===== config.mk =====
export PLATFORM = sky130hd
export DESIGN_NAME = rc5_key_sched_ctrl
export DESIGN_NICKNAME = d
export VERILOG_FILES = /design/src/rtl/rc5_key_sched_ctrl.sv
export SDC_FILE = /design/constraint.sdc
export NUM_CORES = 2
export LEC_CHECK = 0
export BUFFER_PORTS_ARGS = -buffer_cell sky130_fd_sc_hd__buf_2
export CAP_MARGIN = 0
export CORE_ASPECT_RATIO = 1.1
export CORE_MARGIN = 2
export CORE_UTILIZATION = 40
export CTS_CLUSTER_SIZE = 40
export DETAILED_ROUTE_END_ITERATION = 7
export PLACE_DENSITY = 0.58
export SLEW_MARGIN = 20
export SYNTH_ARGS = -nofsm -noshare
export SYNTH_HDL_FRONTEND = slang
export SYNTH_SLANG_ARGS = --single-unit

===== constraint.sdc =====
create_clock -name clk -period 14.45 [get_ports clk]
set_input_delay 2.1675 -clock clk [delete_from_list [all_inputs] [get_ports clk]]
set_output_delay 2.1675 -clock clk [all_outputs]
set_load 0.02 [all_outputs]

===== src/rtl/rc5_key_sched_ctrl.sv =====
`timescale 1ns/1ps
`default_nettype none
// ============================================================================
// Module      : rc5_key_sched_ctrl
// Description : RC5 key expansion sequencer. Owns the S/L tables and
//               exposes the expanded S table through a combinational read port.
// Revision    : 1.0  initial release
// ============================================================================
module rc5_key_sched_ctrl #(
    parameter int         W         = 32,
    parameter int         B         = 16,
    parameter int         C         = 4,
    parameter int         T         = 26,
    parameter logic [W-1:0] P_W     = 32'hB7E15163,
    parameter logic [W-1:0] Q_W     = 32'h9E3779B9,
    parameter int         MIX_ITERS = 78
) (
    input  logic                 clk,
    input  logic                 rst,
    input  logic                 start,
    input  logic [8*B-1:0]       key,
    output logic                 busy,
    output logic                 key_ready,
    input  logic [$clog2(T)-1:0] s_addr,
    output logic [W-1:0]         s_data
);

    localparam int IW = $clog2(T);
    localparam int JW = (C > 1) ? $clog2(C) : 1;
    localparam int KW = $clog2(MIX_ITERS + 1);
    localparam int RW = $clog2(W);

    typedef enum logic [2:0] {
        ST_IDLE = 3'd0,
        ST_LOAD = 3'd1,
        ST_INIT = 3'd2,
        ST_MIX  = 3'd3,
        ST_DONE = 3'd4
    } state_t;

    state_t          state, state_next;
    logic            busy_next, ready_next;
    logic [W-1:0]    s_mem [T];
    logic [W-1:0]    l_mem [C];
    logic [W-1:0]    mix_a, mix_b;
    logic [W-1:0]    a_new, b_new, ab_sum;
    logic [IW-1:0]   idx_i;
    logic [JW-1:0]   idx_j;
    logic [KW-1:0]   iter_k;

    // Double-width shift keeps rotation by zero well defined.
    function automatic logic [W-1:0] rotl(input logic [W-1:0] x, input logic [RW-1:0] n);
        logic [2*W-1:0] t;
        t = {x, x} << n;
        return t[2*W-1:W];
    endfunction

    always_ff @(posedge clk or negedge rst) begin
        if (!rst) begin
            state     <= ST_IDLE;
            busy      <= 1'b0;
            key_ready <= 1'b0;
        end else begin
            state     <= state_next;
            busy      <= busy_next;
            key_ready <= ready_next;
        end
    end

    always_comb begin
        state_next = state;
        case (state)
            ST_IDLE: if (start) state_next = ST_LOAD;
            ST_LOAD: state_next = ST_INIT;
            ST_INIT: if (idx_i == IW'(T - 1)) state_next = ST_MIX;
            ST_MIX:  if (iter_k == KW'(MIX_ITERS - 1)) state_next = ST_DONE;
            ST_DONE: if (start) state_next = ST_LOAD;
            default: state_next = ST_IDLE;
        endcase
        busy_next  = (state_next == ST_LOAD) || (state_next == ST_INIT) || (state_next == ST_MIX);
        ready_next = (state_next == ST_DONE);
    end

    always_comb begin
        a_new  = rotl(s_mem[idx_i] + mix_a + mix_b, RW'(3));
        ab_sum = a_new + mix_b;
        b_new  = rotl(l_mem[idx_j] + ab_sum, ab_sum[RW-1:0]);
    end

    always_ff @(posedge clk or negedge rst) begin
        if (!rst) begin
            for (int n = 0; n < T; n++) s_mem[n] <= '0;
            for (int n = 0; n < C; n++) l_mem[n] <= '0;
            mix_a  <= '0;
            mix_b  <= '0;
            idx_i  <= '0;
            idx_j  <= '0;
            iter_k <= '0;
        end else begin
            case (state)
                ST_LOAD: begin
                    for (int n = 0; n < C; n++) l_mem[n] <= key[W*n +: W];
                    s_mem[0] <= P_W;
                    idx_i    <= IW'(1);
                    mix_a    <= '0;
                    mix_b    <= '0;
                end
                ST_INIT: begin
                    s_mem[idx_i] <= s_mem[idx_i - IW'(1)] + Q_W;
                    if (idx_i == IW'(T - 1)) begin
                        idx_i  <= '0;
                        idx_j  <= '0;
                        iter_k <= '0;
                    end else begin
                        idx_i <= idx_i + IW'(1);
                    end
                end
                ST_MIX: begin
                    s_mem[idx_i] <= a_new;
                    l_mem[idx_j] <= b_new;
                    mix_a        <= a_new;
                    mix_b        <= b_new;
                    idx_i        <= (idx_i == IW'(T - 1)) ? '0 : idx_i + IW'(1);
                    idx_j        <= (idx_j == JW'(C - 1)) ? '0 : idx_j + JW'(1);
                    iter_k       <= iter_k + KW'(1);
                end
                default: ;
            endcase
        end
    end

    // Out-of-range addresses read as zero rather than aliasing.
    assign s_data = ({1'b0, s_addr} < (IW+1)'(T)) ? s_mem[s_addr] : '0;

endmodule
`default_nettype wire


==> key figures <==
Run status
  • Status: complete, no violations

Floorplanning
  • FP Rows: 160
  • Die Y: between 400 and 500 µm
  • Core ar.: roughly 0.17 mm²
  • IO Pins: 170
  • Die Wd: about 400 µm
  • Die area: around 0.18 mm²
  • Starting Density: 0.402

Worst setup path
  • Critical path required time: between 15 and 20 ns
  • R2R Setup Slk: roughly 0.92 ns
  • Element type at the critical path end: register
  • Depth of the most critical reg-to-reg path: 42
  • CP max stage delay: about 1.1 ns
  • Crit Path Max Fanout: 40
  • Crit start category: register
  • Arrival @ worst endpoint: approximately 14 ns
  • Worst Setup Path Type: register to register
  • Crit-path most repeated cell: a21oi_1
  • CP max stage cell: dfrtp_4
  • RR Startpoint: idx_i[0]$_DFFE_PN0P_
  • Worst r2r dst: mix_b[6]$_DFFE_PN0P_

Final layout
  • Filler Cell Count: between 15000 and 20000
  • Synth-to-layout area growth: 10.5%
  • Reg area: about 0.026 mm²
  • Util after Layout: 0.444
  • N_diodes: 0
  • Final nets: 6929
  • Layout cells sized above 1: 0.209
  • Multi-input gate area: around 0.041 mm²

Routing
  • Vias: 59500
  • Antenna Violating Nets Remaining: 0
  • Final wirelength: approximately 280000 µm
  • TritonRoute pass-1 iters: 8
  • Wire per inst: 31.3 µm
  • Residual DRC count: 0
  • Via-per-instance ratio: 6.59
  • DRT iter0 DRCs: 7765

Clocking
  • Num Clock Sinks: 1043
  • Post-cts sizing count: 0
  • Clock Path Buffers: 3
  • Root Driver: clkbuf_16
  • H-tree depth: 3
  • Skew-Pair Late Insertion Delay: approximately 0.80 ns
  • Hold buffer count at cts: 0
  • Setup bufs post-CTS: 0
  • TritonCTS Buffers: 117
  • Clk slew on worst S/H paths: around 0.06 ns
  • CTS tree: done

STA
  • Hold WS: between 0.4 and 0.5 ns
  • Slew HR: 0.170
  • Finish-stage setup viols: 0
  • Period utilization: 0.937
  • RSZ-0062 raised after global routing: false
  • Clock skew: slightly above 0.04 ns
  • Final Hold Fails: 0
  • Achievable Freq: roughly 74 MHz
  • Pins Over Slew Limit: 0
  • Worst Tran Pin Value: 1.24 ns
  • TNS Setup: 0 ns
  • Tmin final: approximately 14 ns

Min path
  • Hold Crit Class: register to register
  • Hold Path End: mix_a[1]$_DFFE_PN0P_
  • Hold path cells: 1
  • Hold_sp: mix_a[1]$_DFFE_PN0P_

Global route
  • Vias in the first global route: around 57000
  • Antenna violations before repair: 13
  • Gr ovfl total: 0
  • First-pass GRT wire length: between 400000 and 500000 µm
  • GRT Util Overall: 0.315
  • Pin count of the biggest net entering global routing: 170

Logic synthesis
  • Most instantiated cells after synthesis: 1248 x nand2_1, 1043 x dfrtp_1, 839 x o21ai_0, 611 x mux4_2, 430 x clkbuf_1
  • Number of synthesized flops with an enable pin: 0
  • Largest cells by area after synthesis: dfrtp_1 38%, mux4_2 20%, nand2_1 6.8%
  • Seq/Total Area, Yosys: 0.377
  • Ys async rst share: 1.00
  • Yosys cell types: ~110
  • Synth Flop Type: dfrtp_1
  • Mapped Area: a little under 0.07 mm²
  • Syn Inst Count: a little under 7000
  • Largest area contributor in the netlist: dfrtp_1
  • Mapped Nets: 7062
  • Syn_area_per_cell: roughly 10 µm²
  • Synth warn: 0
  • Area fraction of the dominant cell type after synthesis: 0.377
  • #FFs+latches synth: approximately 1000
  • Most numerous cell in the Yosys netlist: nand2_1

Placed design
  • IO buf count: between 150 and 200
  • RD Place Congestion: 0.970
  • Post-detail-place hpwl: ~190000 µm

Job
  • Max_cap viols: 0
## how the worst max path moves through the flow
stage,start,endpoint
2_1_floorplan,idx_i[0]$_DFFE_PN0P_,l_mem[107]$_DFFE_PN0P_
3_3_place_gp,idx_i[0]$_DFFE_PN0P_,mix_b[6]$_DFFE_PN0P_
3_5_place_dp,idx_i[0]$_DFFE_PN0P_,mix_b[6]$_DFFE_PN0P_
4_1_cts,idx_i[0]$_DFFE_PN0P_,mix_b[6]$_DFFE_PN0P_
5_1_grt,idx_i[0]$_DFFE_PN0P_,mix_b[6]$_DFFE_PN0P_
6_report,idx_i[0]$_DFFE_PN0P_,mix_b[6]$_DFFE_PN0P_
## final cells by class
cell class	instances	share of cell area
tap	2268	0.0371
clock buffer	165	0.0444
clock inverter	51	0.00979
inverter	51	0.00252
sequential	1043	0.341
multi-input combinational	5091	0.533
timing repair buffer	352	0.0318
## state kept, by name, indices dropped and copies added (netlist names)
signal and flops:
mix_a 32, key_ready 1, idx_i 5, idx_j 2, iter_k 7, s_mem 832, l_mem 128, busy 1
state 3, mix_b 32
## cells in the final DEF, fill, tap and decap left out, types with 26 or more instances in the layout
cell	n
mux2i_1	202
a21o_1	55
a31oi_1	41
o21ai_0	835
buf_4	168
mux4_2	611
mux2_2	130
nor2b_1	29
nand4_1	34
o21a_1	39
o211ai_1	52
xnor2_1	68
o221ai_1	56
a211oi_1	28
nand3_1	58
a22oi_1	125
dfrtp_1	1038
clkbuf_16	119
o22ai_1	57
a2bb2oi_1	27
o21ai_1	118
a21oi_1	318
nor2_1	307
buf_2	165
clkbuf_8	26
nand2_1	1237
nor3_1	34
inv_1	47
ha_1	102
and3_1	79
a22o_1	30
fa_1	34
## critical path: cells and delay by family, from the launching register on
| kind | cells | cell delay (ns) |
|---|---|---|
| mux | 3 | 1.34 |
| simple gates | 6 | 1.33 |
| compound gates | 21 | 6.10 |
| fa+ha+maj | 6 | 1.99 |
| xor+xnor | 4 | 0.96 |
| flops | 1 | 1.05 |
| buf+inv | 2 | 0.54 |
## stage by stage
| stage | instance area (µm²) | std cells | worst slack [ns] |
|---|---|---|---|
| after global routing | 76500 | 9021 | 0.139 |
| after floorplan | 69300 | 6789 | 2.45 |
| after CTS | 76500 | 9021 | 0.929 |
| after detailed placement | 72400 | 8805 | 0.982 |
| final | 76500 | 9021 | 0.917 |
| after global placement | 72300 | 8805 | 1.15 |
## routing by layer
| layer | vias up | share of wire | track usage |
|---|---|---|---|
| li1 | 25100 | - | - |
| met1 | 30000 | 0.38 | 0.398 |
| met2 | 3497 | 0.46 | 0.499 |
| met3 | 804 | 0.10 | 0.0768 |
| met4 | 22 | 0.065 | 0.177 |
| met5 | - | 0.00055 | 0 |
## logic make-up (layout without fill, tap and decap cells)
group           Yosys count  in the layout  share of synthesized area
flops                  1043           1043                      0.377
mux                     952            952                      0.251
simple gates           1916           1916                      0.116
xor+xnor                100            100                     0.0130
buf+inv                 655            619                     0.0402
fa+ha+maj               137            137                     0.0284
compound gates         1986           1986                      0.175
Power is left out: the tool's default activity adds up to more than one toggle a clock period on the data nets, which glitch-free logic cannot reach.
